## config.mk

```make
export PLATFORM = sky130hd
export DESIGN_NAME = vs_sci_writer
export DESIGN_NICKNAME = d
export VERILOG_FILES = /design/src/rtl/vs_sci_writer.sv
export SDC_FILE = /design/constraint.sdc
export NUM_CORES = 1
export LEC_CHECK = 0
export BUFFER_PORTS_ARGS = -buffer_cell sky130_fd_sc_hd__buf_4
export CAP_MARGIN = 25
export CORE_UTILIZATION = 58
export DETAILED_ROUTE_END_ITERATION = 6
export PLACE_DENSITY = 0.88
export SYNTH_ARGS = -nofsm -noshare
export SYNTH_HDL_FRONTEND = slang
export SYNTH_SLANG_ARGS = --single-unit
```

## constraint.sdc

```tcl
create_clock -name CLK -period 2 [get_ports CLK]
set_clock_uncertainty 0.05 [all_clocks]
set_input_delay 0.1 -clock CLK [delete_from_list [all_inputs] [get_ports CLK]]
set_output_delay 0.1 -clock CLK [all_outputs]
set_load 0.1 [all_outputs]
```

## src/rtl/vs_sci_writer.sv

```systemverilog
// vs_sci_writer: turns vol/CURRENT changes into VS1003 SCI write frames (SCI_VOL / SCI_MODE soft reset).
module vs_sci_writer #(
    parameter int          CLK_DIV   = 4,
    parameter logic [7:0]  VOL_ADDR  = 8'h0B,
    parameter logic [7:0]  MODE_ADDR = 8'h00,
    parameter logic [15:0] MODE_SRST = 16'h0804
) (
    input  logic        CLK,
    input  logic        RST,
    input  logic [15:0] vol,
    input  logic [2:0]  CURRENT,
    input  logic        DREQ,
    output logic        XCS,
    output logic        SCLK,
    output logic        MOSI,
    output logic        busy,
    output logic        track_start,
    output logic [2:0]  track_id
);
    localparam int CW = $clog2(CLK_DIV);
    typedef enum logic [2:0] {IDLE, WAIT_DREQ, SETUP, SHIFT, HOLD, GAP} state_t;
    state_t state, state_n;
    logic [CW-1:0] cnt;
    logic [4:0]    bit_cnt;
    logic [31:0]   shreg, frame;
    logic [15:0]   vol_last;
    logic [2:0]    cur_last;
    logic [1:0]    dreq_q;
    logic          vol_pend, trk_pend, is_mode, tick, launch, pend;
    assign tick   = cnt == CW'(CLK_DIV - 1);
    assign pend   = vol_pend | trk_pend;
    assign launch = state == WAIT_DREQ && dreq_q[1];
    assign frame  = trk_pend ? {8'h02, MODE_ADDR, MODE_SRST} : {8'h02, VOL_ADDR, vol};
    assign busy   = state != IDLE;
    always_ff @(posedge CLK) begin
        if (RST) state <= IDLE;
        else     state <= state_n;
    end
    // After a MODE frame volume must be re-applied, so GAP goes straight back to WAIT_DREQ
    always_comb begin
        state_n = state;
        case (state)
            IDLE:      state_n = pend ? WAIT_DREQ : IDLE;
            WAIT_DREQ: state_n = dreq_q[1] ? SETUP : WAIT_DREQ;
            SETUP:     state_n = tick ? SHIFT : SETUP;
            SHIFT:     state_n = (tick && SCLK && bit_cnt == 5'd31) ? HOLD : SHIFT;
            HOLD:      state_n = tick ? GAP : HOLD;
            GAP:       state_n = tick ? ((pend || is_mode) ? WAIT_DREQ : IDLE) : GAP;
            default:   state_n = IDLE;
        endcase
    end
    always_ff @(posedge CLK) begin
        if (RST) begin
            dreq_q      <= '0;
            cnt         <= '0;
            bit_cnt     <= '0;
            shreg       <= '0;
            vol_last    <= '0;
            cur_last    <= '0;
            vol_pend    <= 1'b1;
            trk_pend    <= 1'b0;
            is_mode     <= 1'b0;
            XCS         <= 1'b1;
            SCLK        <= 1'b0;
            MOSI        <= 1'b0;
            track_start <= 1'b0;
            track_id    <= '0;
        end else begin
            dreq_q      <= {dreq_q[0], DREQ};
            cnt         <= (tick || state_n != state) ? '0 : cnt + 1'b1;
            track_start <= 1'b0;
            if (vol != vol_last) vol_pend <= 1'b1;
            if (CURRENT != cur_last) trk_pend <= 1'b1;
            if (launch) begin
                shreg   <= frame;
                MOSI    <= frame[31];
                XCS     <= 1'b0;
                SCLK    <= 1'b0;
                bit_cnt <= '0;
                is_mode <= trk_pend;
                if (trk_pend) begin
                    cur_last <= CURRENT;
                    trk_pend <= 1'b0;
                end else begin
                    vol_last <= vol;
                    vol_pend <= 1'b0;
                end
            end
            // Data moves only on the falling SCLK edge (SPI mode 0)
            if (state == SHIFT && tick) begin
                SCLK <= !SCLK;
                if (SCLK) begin
                    shreg   <= shreg << 1;
                    MOSI    <= shreg[30];
                    bit_cnt <= bit_cnt + 1'b1;
                end
            end
            if (state == HOLD && tick) XCS <= 1'b1;
            if (state == GAP && tick && is_mode) begin
                track_start <= 1'b1;
                track_id    <= cur_last;
                vol_pend    <= 1'b1;
            end
        end
    end
endmodule

```

After elaboration in Yosys (flattened, before gate mapping) --
Index checks and enable logic that the tools add are counted.
Operators by class: shifts and indexed selects 0, equality and inequality tests 10, add/sub/neg operators 2, mux-type cells 27, order comparisons 0, multiply operators 0, div/mod/pow operators 0, reductions and logical operators 18, bitwise operators 2
Operators by type and width (number):
- two-way mux 32 bit | 3
- two-way mux 20 bit | 1
- one-hot mux 3 bit (6 select lines) | 1
- two-way mux 1 bit | 16
- != test 16 bit | 1
- two-way mux 5 bit | 3
- logical AND 1 bit | 7
- == test 3 x 2 -> 1 bit (second input constant) | 2
- == test 3 bit (second input constant) | 2
- two-way mux 3 bit | 2
- != test 3 bit | 2
- OR reduction 2 bit | 3
- adder 5 x 1 -> 5 bit (second input constant) | 1
- == test 5 bit (second input constant) | 1
- AND reduction 2 bit | 2
- == test 3 x 1 -> 1 bit (second input constant) | 1
- zero test 3 bit | 1
- nonzero test 3 bit | 1
- adder 2 x 1 -> 2 bit (second input constant) | 1
- == test 2 bit (second input constant) | 1
- logical OR 1 bit | 2
- two-way mux 2 bit | 1
- nonzero test 2 bit | 1
- zero test 1 bit | 1
- other kinds (2) | 2
Word-level totals: logic and storage cells 74, memories kept 0, RAM bits 0, bits in latches 0, bits in read-only memories 0, register bits after elaboration 73

Longest topological paths before layout --
Gate-level depths: netlist of the first run.
depth after elaboration 8, depth in mapped cells 7, depth with buffers taken out 7

Least setup slack after synthesis of the first run --
No wires, ideal clock.
path kind register to register, from reg SCLK, to reg bit_cnt[3], data required time 1.864 ns, setup time 0.086 ns, arrival time 1.868 ns, path buffers 1, slack -0.003 ns, cell stages (with the launch flop) 6, period minus slack after synthesis 2.003 ns, cell sequence dfxtp_1 nand4_1 buf_2 nor2_1 nor2_1 a211oi_1
On the way: longest elaborated chain between the ends 2
Ends and longest elaborated chain:
- from (decl) | RTL line 14 | output logic SCLK,
- from (signal assigned) | RTL line 91 | SCLK <= !SCLK;
- two-way mux 5 bit | RTL line 92 | if (SCLK) begin
- two-way mux 5 bit | RTL line 90 | if (state == SHIFT && tick) begin
- to (signal assigned) | RTL line 95 | bit_cnt <= bit_cnt + 1'b1;
- to (decl) | RTL line 24 | logic [4:0] bit_cnt;
No other way between the ends. A chain may end at the register's enable or synchronous reset.

Worst setup path in the final report of the first run --
from reg state[0], to reg shreg[1]
On the way: longest elaborated chain between the ends 5, elaborated cells between the ends (all ways) 7, classes of those cells eq/ne (2); mux (3); reduce/logical (2)
Ends and longest elaborated chain:
- from (decl) | RTL line 22 | state_t state, state_n;
- from (signal assigned) | RTL line 37 | else state <= state_n;
- == test 3 x 1 -> 1 bit | RTL line 32 | assign launch = state == WAIT_DREQ && dreq_q[1];
- logical AND 1 bit | RTL line 32
- two-way mux 32 bit | RTL line 74 | if (launch) begin
- two-way mux 32 bit | RTL line 92
- two-way mux 32 bit * | RTL line 90
- to (signal assigned) | RTL line 75 | shreg <= frame;
- to (signal assigned) | RTL line 93 | shreg <= shreg << 1;
- to (decl) | RTL line 25 | logic [31:0] shreg, frame;
Every way passes the cells marked *; elsewhere a longest branch is shown, timed or not.

==> results of run 1 <==
sequential cells by signal (all words and copies together), names as in the netlist, 2 cells and up:
signal / flops
vol_last: 16
cur_last: 3
dreq_q: 2
cnt: 2
state: 3
bit_cnt: 5
shreg: 31
track_id: 3
worst register-to-register path, cell delays in order, from the launching register on:
cell,delay (ps)
dfxtp_1,510
nand4bb_1,200
buf_4,240
nor2_8,260
nand2_1,140
a311oi_1,320
final timing paths:
path	end	slack, ps
setup / recovery	shreg[1]	160
hold / removal	vol_last[2]	10
setup reg to reg	shreg[1]	160
hold reg to reg	dreq_q[1]	390
metrics by stage:
stage / hold WS (ps) / cells
2_1_floorplan: 178 / 361
3_3_place_gp: 259 / 441
3_5_place_dp: 273 / 441
4_1_cts: 3.12 / 473
5_1_grt: 21.7 / 473
6_report: 10.4 / 473
cell type report:
type / count / area share
multi-input cells: 260 / 0.405
inverters: 2 / 0.00203
clock inverters: 2 / 0.0105
flip-flops and latches: 72 / 0.391
repair buffers: 54 / 0.125
well taps: 70 / 0.0237
clock buffers: 13 / 0.0431
timing repair:
action                                 in CTS  in global routing
setup endpoints to repair                   0                  0
gates resized for setup                     0                  0
hold buffers                               17                  0
endpoints found under the hold margin      17                  0
cells in the mapped netlist (all sizes together) (2+ instances only):
| cell type | instances | area share |
|---|---|---|
| nor2 | 36 | 0.049 |
| a311oi | 13 | 0.051 |
| o211ai | 3 | 0.0073 |
| nor3 | 11 | 0.019 |
| nor4 | 3 | 0.0061 |
| nand2 | 74 | 0.095 |
| dfxtp | 72 | 0.47 |
| nand3 | 18 | 0.029 |
| and3 | 2 | 0.0040 |
| o21ai | 4 | 0.0065 |
| nor2b | 4 | 0.011 |
| mux2i | 4 | 0.013 |
| nand3b | 2 | 0.0049 |
| or3 | 3 | 0.0061 |
| nand4 | 3 | 0.0061 |
| xor2 | 19 | 0.054 |
| a21oi | 45 | 0.073 |
| a211oi | 2 | 0.0065 |
| clkbuf | 11 | 0.013 |
| ha | 3 | 0.012 |
| buf | 16 | 0.035 |
| inv | 2 | 0.0024 |
metal layers:
| layer | share of wire | vias to the layer above | routed length (um) |
|---|---|---|---|
| met3 | 0.042 | 16 | 275 |
| met1 | 0.44 | 1234 | 2900 |
| met4 | 0.024 | 0 | 160 |
| met5 | 0 | - | 0 |
| met2 | 0.49 | 68 | 3220 |
| li1 | - | 1317 | - |
logic make-up (layout without fill, tap and decap cells):
family	Yosys count	after routing	synth area share
fa+ha+maj	3	3	0.0121
xor+xnor	19	19	0.0538
simple gates	160	160	0.242
mux	4	4	0.0129
compound gates	74	74	0.163
flops	72	72	0.466
buf+inv	29	71	0.0510
power by group:
group	internal (W)	switching, W	total [W]
Clock	0.000641	0.000516	0.00116
Combinational	0.0000935	0.000112	0.000206
Sequential	0.00146	0.0000234	0.00148
==> results.ini, run 1 <==
[sta]
slew_headroom=0.503
setup_tns_ps=0
max_freq_mhz=544
rsz0062_at_grt=no
setup_viol=0
hold_violations=0
finalCritPeriodShare=0.919
max_slew.worst_pin.slew_ps=746
fin_ws_ps=162
min_period_ps=1840
slew_violations=0

[floorplanning]
die_area_mm2=0.00563
std_cell_rows=26
die_w_um=75.0
start_util=0.606
dieHeight_um=75.0
core_area_mm2=0.00511
num_io_pins=30

[hold_path]
worstHoldStart=vol[2]
min_path_cells=3
hold_path.class=input port to register

[global_routing]
grt_pass1_vias=2471
grt_overflow=0
use_met2=0.437
track_usage=0.263
antenna_found_initial=0
grt_util_met3=0.0643
grt_pass1_wl_um=11000
grt_max_degree=71
use_met1=0.322
grt.busiest_layer=met2

[cells_and_area]
seq_area_mm2=0.00144
multi_input_area_mm2=0.00149
final_util=0.722
syn2layout_area_growth_pct=19.3
layout_commonest_cell=dfxtp_1
final_cell_mix=dfxtp_1, nand2_1, a21oi_1
design_area_mm2=0.00369
drive_gt1_frac=0.171
nets=424
insertedDiodeCount=0
fillers=374

[pwr]
leakage_nw=1.47
power.density_mw_per_mm2=770
vdd_drop_max_mv=0.602
power_w=0.00284

[clock_tree]
clk_latency_ps=350
clock_sinks=72
clockBufferDepth=2
root_buffer=clkbuf_8
cts.clk_slew.worst_paths_ps=70
cts_tree=yes
postCtsSetupBuffers=0
cts_buffers=9
htreeDepth=3

[setup_path]
cp_cell_sequence=nand4bb_1 > buf_4 > nor2_8 > nand2_1 > a311oi_1
crit_path_top_delay_cell=dfxtp_1
endpoint_kind=register
cp-start-kind=register
crit_family=simple AND/OR/NAND/NOR gates
max_stage_delay_ps=510
crit_cells=5
cp-startpoint=state[0]
required_ps=2200
path_buf_inv=1
r2r_cells=5
critPathArrivalTime_ps=2030
cp_max_fo=16
critPathKind=register to register
r2r-start=state[0]

[placement]
pre_cts_slack_ps=276
postPlaceCellArea_mm2=0.00332
gp_congestion=0.936
dp_hpwl_um=4100
port_buffers=29

[logic_synthesis]
synth-main-ff-cell=dfxtp_1
yosysWarnings=0
avgSynthCellArea_um2=8.57
synth-seq-cells=72
syn_nets=386
yosysSeqAreaShare=0.466
synth-edff-count=0
syn_inst=361
ys_types=43
synth_area_mm2=0.00309
ys_async_sr_fraction=0

[routing]
finalWirelength_um=6550
vias=2635
first_pass_iters=4
first_iter_violations=247
drc=0
routed_via_density=5.57
routedWlPerCell_um=13.8
ant_nets=0

[job]
cap_violations=0

[run_status]
status=completed

No activity file was read; power rests on OpenSTA's default activity.
==> run 2, diff against run 1 <==
Settings changed: ABC_AREA from default to 1.
==> run 2 against run 1 <==
Net effect: power is 5.8% higher; critical path depth up 5; critical endpoint is now shreg[6]; fmax grew 7.8%; sequential share of layout area is 1.0 points lower; global-route usage grew 2.7 points; count of clock-buffer cells in the layout fell by 4; hold slack better by 2.7 ps; combinational power grew 27%; die area is 2.2% higher; sequential power barely moved; highest routed layer unchanged; register-to-register slack improved by 130 ps.
==> results.ini, run 2 <==
[logic_synthesis]
synth_top_area_cell=dfxtp_1
synth_area_leaders=dfxtp_1, nand2_1, a21oi_1
synth_area_mm2=0.00316  ; +2.3%
synth-edff-count=0  ; unchanged
avgSynthCellArea_um2=7.48  ; -13%
syn_nets=448  ; +16%
synth-seq-cells=72  ; unchanged
yosysWarnings=0  ; unchanged
synth-main-ff-cell=dfxtp_1
ys_async_sr_fraction=0  ; unchanged
synth.top_cell.area_share=0.456  ; -0.0105
post-synth-top-count-cell=nand2_1
yosysSeqAreaShare=0.456  ; -0.0105
yosys-top-cells-count=nand2_1, dfxtp_1, inv_1
ys_types=33  ; -23%
syn_inst=423  ; +17%

[clock_tree]
clk_latency_ps=360  ; about the same
root_buffer=clkbuf_8
cts_resized=0  ; unchanged
clockBufferDepth=2  ; unchanged
cts_tree=yes
htreeDepth=3  ; unchanged
clock_sinks=72  ; unchanged
cts.clk_slew.worst_paths_ps=70  ; about the same
cts_buffers=9  ; unchanged

[setup_path]
required_ps=2200  ; about the same
critPathKind=register to register
path_buf_inv=4  ; +3
cp-start-kind=register
crit_path_top_delay_cell=dfxtp_1
cp_cell_sequence=ha_1 > nand2_1 > inv_1 > nand2_2 > inv_2 > buf_4 > a21oi_1 > nand2_1 > o211ai_1 > inv_1
cp_max_fo=8  ; -8
crit_cells=10  ; +5
crit_family=buffers and inverters
max_stage_delay_ps=320  ; -190 ps
endpoint_kind=register
r2r_cells=10  ; +5
critPathArrivalTime_ps=1910  ; -120 ps

[job]
cap_violations=0  ; unchanged

[floorplanning]
core_area_mm2=0.00517  ; +1.3%
die_w_um=75.9  ; +1.1%
die_area_mm2=0.00575  ; +2.2%
dieHeight_um=75.9  ; +1.1%
start_util=0.612  ; +0.00617
num_io_pins=30  ; unchanged
std_cell_rows=26  ; unchanged

[sta]
min_period_ps=1700  ; -133 ps
slew_violations=0  ; unchanged
finalCritPeriodShare=0.852  ; -0.0666
setup_viol=0  ; unchanged
max_slew.worst_pin.slew_ps=402  ; -344 ps
hold_ws_ps=13.1  ; +2.69 ps
slew_headroom=0.732  ; +0.229
hold_violations=0  ; unchanged
rsz0062_at_grt=no
max_freq_mhz=587  ; +7.8%
setup_tns_ps=0  ; unchanged

[routing]
first_pass_iters=6  ; +2
finalWirelength_um=7190  ; +9.7%
routed_via_density=5.34  ; -4.1%
routedWlPerCell_um=13.2  ; -4.4%
drc=0  ; unchanged
vias=2902  ; +10%
ant_nets=0  ; unchanged
first_iter_violations=247  ; unchanged

[cells_and_area]
fillers=402  ; +7.5%
final_cell_mix=nand2_1, dfxtp_1, inv_1
largestRegisters=shreg x31, vol_last x16, bit_cnt x5
nets=493  ; +16%
largest-register=shreg
drive_gt1_frac=0.152  ; -0.0190
syn2layout_area_growth_pct=19.7
largest_reg_flops=31  ; unchanged
layout_commonest_cell=nand2_1
insertedDiodeCount=0  ; unchanged

[global_routing]
track_usage=0.290  ; +0.0267
grt_overflow=0  ; unchanged
antenna_found_initial=0  ; unchanged
grt_pass1_wl_um=12200  ; +11%
grt_max_degree=33  ; -54%
grt_pass1_vias=2880  ; +17%

[placement]
port_buffers=29  ; unchanged
gp_congestion=0.816  ; -13%
dp_hpwl_um=4700  ; +15%

[pwr]
vdd_drop_max_mv=0.607  ; +0.89%
power.density_mw_per_mm2=794  ; +3.0%
leakage_nw=1.62  ; +10%

[hold_path]
min_path_cells=3  ; unchanged
hold_path.class=input port to register

[run_status]
status=completed

[run 2: stage by stage]
step	power, W	instance area, um^2	utilization	setup slack, ps	cells
after CTS	0.00302	3790	0.732	289	543
after floorplan	0.00167	3160	-	165	423
after global placement	0.00174	3410	0.659	359	511
after global routing	0.00311	3790	0.732	36.3	543
final	0.00301	3790	0.732	295	543
after detailed placement	0.00174	3410	0.659	308	511
[run 2: kinds of logic (layout without fill, tap and decap cells)]
| group | count (synthesis) | in the layout | share of synthesized area |
|---|---|---|---|
| flops | 72 | 72 | 0.456 |
| buf+inv | 64 | 114 | 0.0909 |
| compound gates | 86 | 86 | 0.156 |
| xor+xnor | 6 | 6 | 0.0166 |
| fa+ha+maj | 3 | 3 | 0.0119 |
| simple gates | 192 | 192 | 0.269 |
[run 2: layout make-up]
cell class              instances  area (um^2)  share of cell area
clock buffers                   9          124              0.0327
clock inverters                 7         96.3              0.0254
inverters                      46          173              0.0456
multi-input cells             287         1440               0.379
flip-flops and latches         72         1440               0.381
well taps                      70         87.6              0.0231
repair buffers                 52          430               0.114
[run 2: layer usage]
layer | vias up | global-route usage | share of wire
li1 | 1473 | - | -
met1 | 1337 | 0.327 | 0.43
met2 | 82 | 0.498 | 0.49
met3 | 10 | 0.0992 | 0.058
met4 | 0 | 0.126 | 0.014
met5 | - | 0 | 0
[run 2: path summary, 6_finish.rpt]
path | from | to | slack (ps)
worst min-delay path | CURRENT[1] | cur_last[1] | 10
worst min register to register | dreq_q[0] | dreq_q[1] | 380
worst max register to register | cnt[0] | shreg[6] | 300
worst max-delay path | cnt[0] | shreg[6] | 300
[run 2: worst register-to-register path, stage by stage, from the launching register on]
cell and delay (ps):
dfxtp_1 320, ha_1 290, nand2_1 100, inv_1 60, nand2_2 140, inv_2 110, buf_4 180, a21oi_1 130
nand2_1 70, o211ai_1 90, inv_1 60
[run 2: power by group]
group          switching, W  leakage (nW)  total [W]  internal (W)
registers         0.0000199         0.582    0.00148       0.00146
logic              0.000158         0.921   0.000262      0.000104
clock network      0.000562         0.113    0.00127      0.000703
total              0.000740          1.62    0.00301       0.00227
[run 2: what timing repair did]
action | 4_1_cts | 5_1_grt
endpoints found under the hold margin | 22 | 0
buffers inserted | 0 | 0
hold buffers | 16 | 0
==> run 3, diff against run 2 <==
Settings changed: CELL_PAD_IN_SITES_DETAIL_PLACEMENT from default to 0, CELL_PAD_IN_SITES_GLOBAL_PLACEMENT from default to 1, CORE_UTILIZATION 58 to 43, PLACE_DENSITY 0.88 to 0.89.
==> run 3 against run 2 <==
Net effect: register-to-register slack worse by 60 ps; worst setup slack worse by 63 ps; cell area down 1.5%; sequential power about the same; cell count up 2.9%; sequential cell count unchanged; global-route usage down 8.7 points; core utilization down 20 points; non-clock buffer count down 10; power down 0.59%; combinational power down 6%; largest power group unchanged.
==> results.ini, run 3 (synthesis results as in run 2) <==
[run_status]
status=completed

[floorplanning]
dieHeight_um=87.8  ; +16%
die_w_um=87.8  ; +16%
start_util=0.456  ; -0.156
die_area_mm2=0.00771  ; +34%
std_cell_rows=30  ; +15%
core_area_mm2=0.00694  ; +34%
num_io_pins=30  ; unchanged

[clock_tree]
cts_buffers=9  ; unchanged
clockBufferDepth=2  ; unchanged
clk_latency_ps=340  ; -20 ps
cts_tree=yes
root_buffer=clkbuf_8
htreeDepth=3  ; unchanged
hold_buffers=5  ; -11
clock_sinks=72  ; unchanged
cts_resized=0  ; unchanged
cts.clk_slew.worst_paths_ps=80  ; about the same
postCtsSetupBuffers=0  ; unchanged

[global_routing]
track_usage=0.203  ; -0.0868
grt_util_met3=0.0509  ; -0.0483
use_met2=0.326  ; -0.172
grt.busiest_layer=met2
antenna_found_initial=0  ; unchanged
grt_pass1_vias=2579  ; -10%
grt_max_degree=33  ; unchanged
grt_overflow=0  ; unchanged
use_met1=0.274  ; -0.0535
grt_pass1_wl_um=12100  ; -0.79%

[cells_and_area]
syn2layout_area_growth_pct=17.9
final_cell_mix=nand2_1, dfxtp_1, inv_1
fillers=681  ; +69%
drive_gt1_frac=0.156  ; +0.00329
seq_area_mm2=0.00144  ; unchanged
largestRegisters=shreg x31, vol_last x16, bit_cnt x5
insertedDiodeCount=0  ; unchanged
nets=483  ; -2.0%
multi_input_area_mm2=0.00144  ; unchanged
largest-register=shreg
layout_commonest_cell=nand2_1
largest_reg_flops=31  ; unchanged

[setup_path]
crit_path_top_delay_cell=dfxtp_1
required_ps=2230  ; +30 ps
cp_max_fo=4  ; -4
max_stage_delay_ps=390  ; +70 ps
cp_cell_sequence=ha_1 > nand2_1 > nor2_1 > ha_1 > nand3_1 > nand2_1 > nand2_1 > nor2_1 > nand2_1 > nand2_1 > nand3_1 > nor2_1
critPathKind=register to register
cp-start-kind=register
cp_common_cell=nand2_1
critPathArrivalTime_ps=2000  ; +90 ps
endpoint_kind=register

[pwr]
leakage_nw=1.57  ; -3.0%
power_w=0.00299  ; -0.59%
power.density_mw_per_mm2=801  ; +0.94%
vdd_drop_max_mv=0.619  ; +1.9%

[placement]
pre_cts_slack_ps=246  ; -61.8 ps
port_buffers=29  ; unchanged
gp_congestion=0.763  ; -6.5%
dp_hpwl_um=4830  ; +2.9%

[sta]
slew_headroom=0.742  ; +0.0105
rsz0062_at_grt=no
hold_violations=0  ; unchanged
max_freq_mhz=566  ; -3.6%
max_slew.worst_pin.slew_ps=387  ; -15.7 ps
setup_tns_ps=0  ; unchanged
setup_viol=0  ; unchanged
fin_ws_ps=232  ; -63.1 ps
slew_violations=0  ; unchanged
finalCritPeriodShare=0.884  ; +0.0316
min_period_ps=1770  ; +63.1 ps

[routing]
vias=2814  ; -3.0%
routedWlPerCell_um=12.6  ; -5.1%
first_iter_violations=133  ; -46%
finalWirelength_um=7020  ; -2.4%
routed_via_density=5.03  ; -5.8%
ant_nets=0  ; unchanged
drc=0  ; unchanged
first_pass_iters=5  ; -1

[hold_path]
hold_path.class=input port to register

[job]
cap_violations=0  ; unchanged

run 3: cell types whose count changed in the layout (fill, tap and decap cells not counted):
cell,delta
clkinv_4,-2
clkinv_2,-2
clkbuf_1,+1
clkinvlp_4,+2
buf_12,+1
dlygate4sd3_1,-11
inv_6,+1
run 3: layout make-up:
class                      count  share of cell area
clock inverter                 6              0.0248
timing repair buffer          42              0.0912
inverter                      46              0.0463
tap                           96              0.0322
clock buffer                  10              0.0342
multi-input combinational    287               0.385
sequential                    72               0.386
run 3: power breakdown:
group	internal [W]	total (W)	switching [W]
logic	0.0000914	0.000245	0.000153
clock network	0.000709	0.00127	0.000558
registers	0.00146	0.00148	0.0000176
total	0.00226	0.00299	0.000729
run 3: per-stage QoR:
stage | instances | instance area (um^2) | util | hold WS [ps]
final | 559 | 3730 | 0.537 | 6.89
after detailed placement | 538 | 3460 | 0.498 | 260
after global routing | 559 | 3730 | 0.537 | 4.04
after CTS | 559 | 3730 | 0.537 | 0.631
after global placement | 538 | 3460 | 0.498 | 249
after floorplan | 423 | 3160 | - | 157
run 3: worst max-delay path, delay by kind of cell (launching register included):
kind                       cells  cell delay, ps
adders and majority gates      2             370
and+or+nand+nor               10             900
DFF                            1             390
run 3: final timing paths:
check	start	end	slack, ps	cells after the start
max	bit_cnt[0]	cnt[0]	230	12
min	vol[1]	vol_last[1]	7	3
max reg2reg	bit_cnt[0]	cnt[0]	230	12
min reg2reg	dreq_q[0]	dreq_q[1]	360	2
run 3: routing by layer:
layer  wire, um  up-vias
met4         75        0
met5          0        -
met2       3250       69
met1       3330     1291
met3        361        8
li1           -     1446
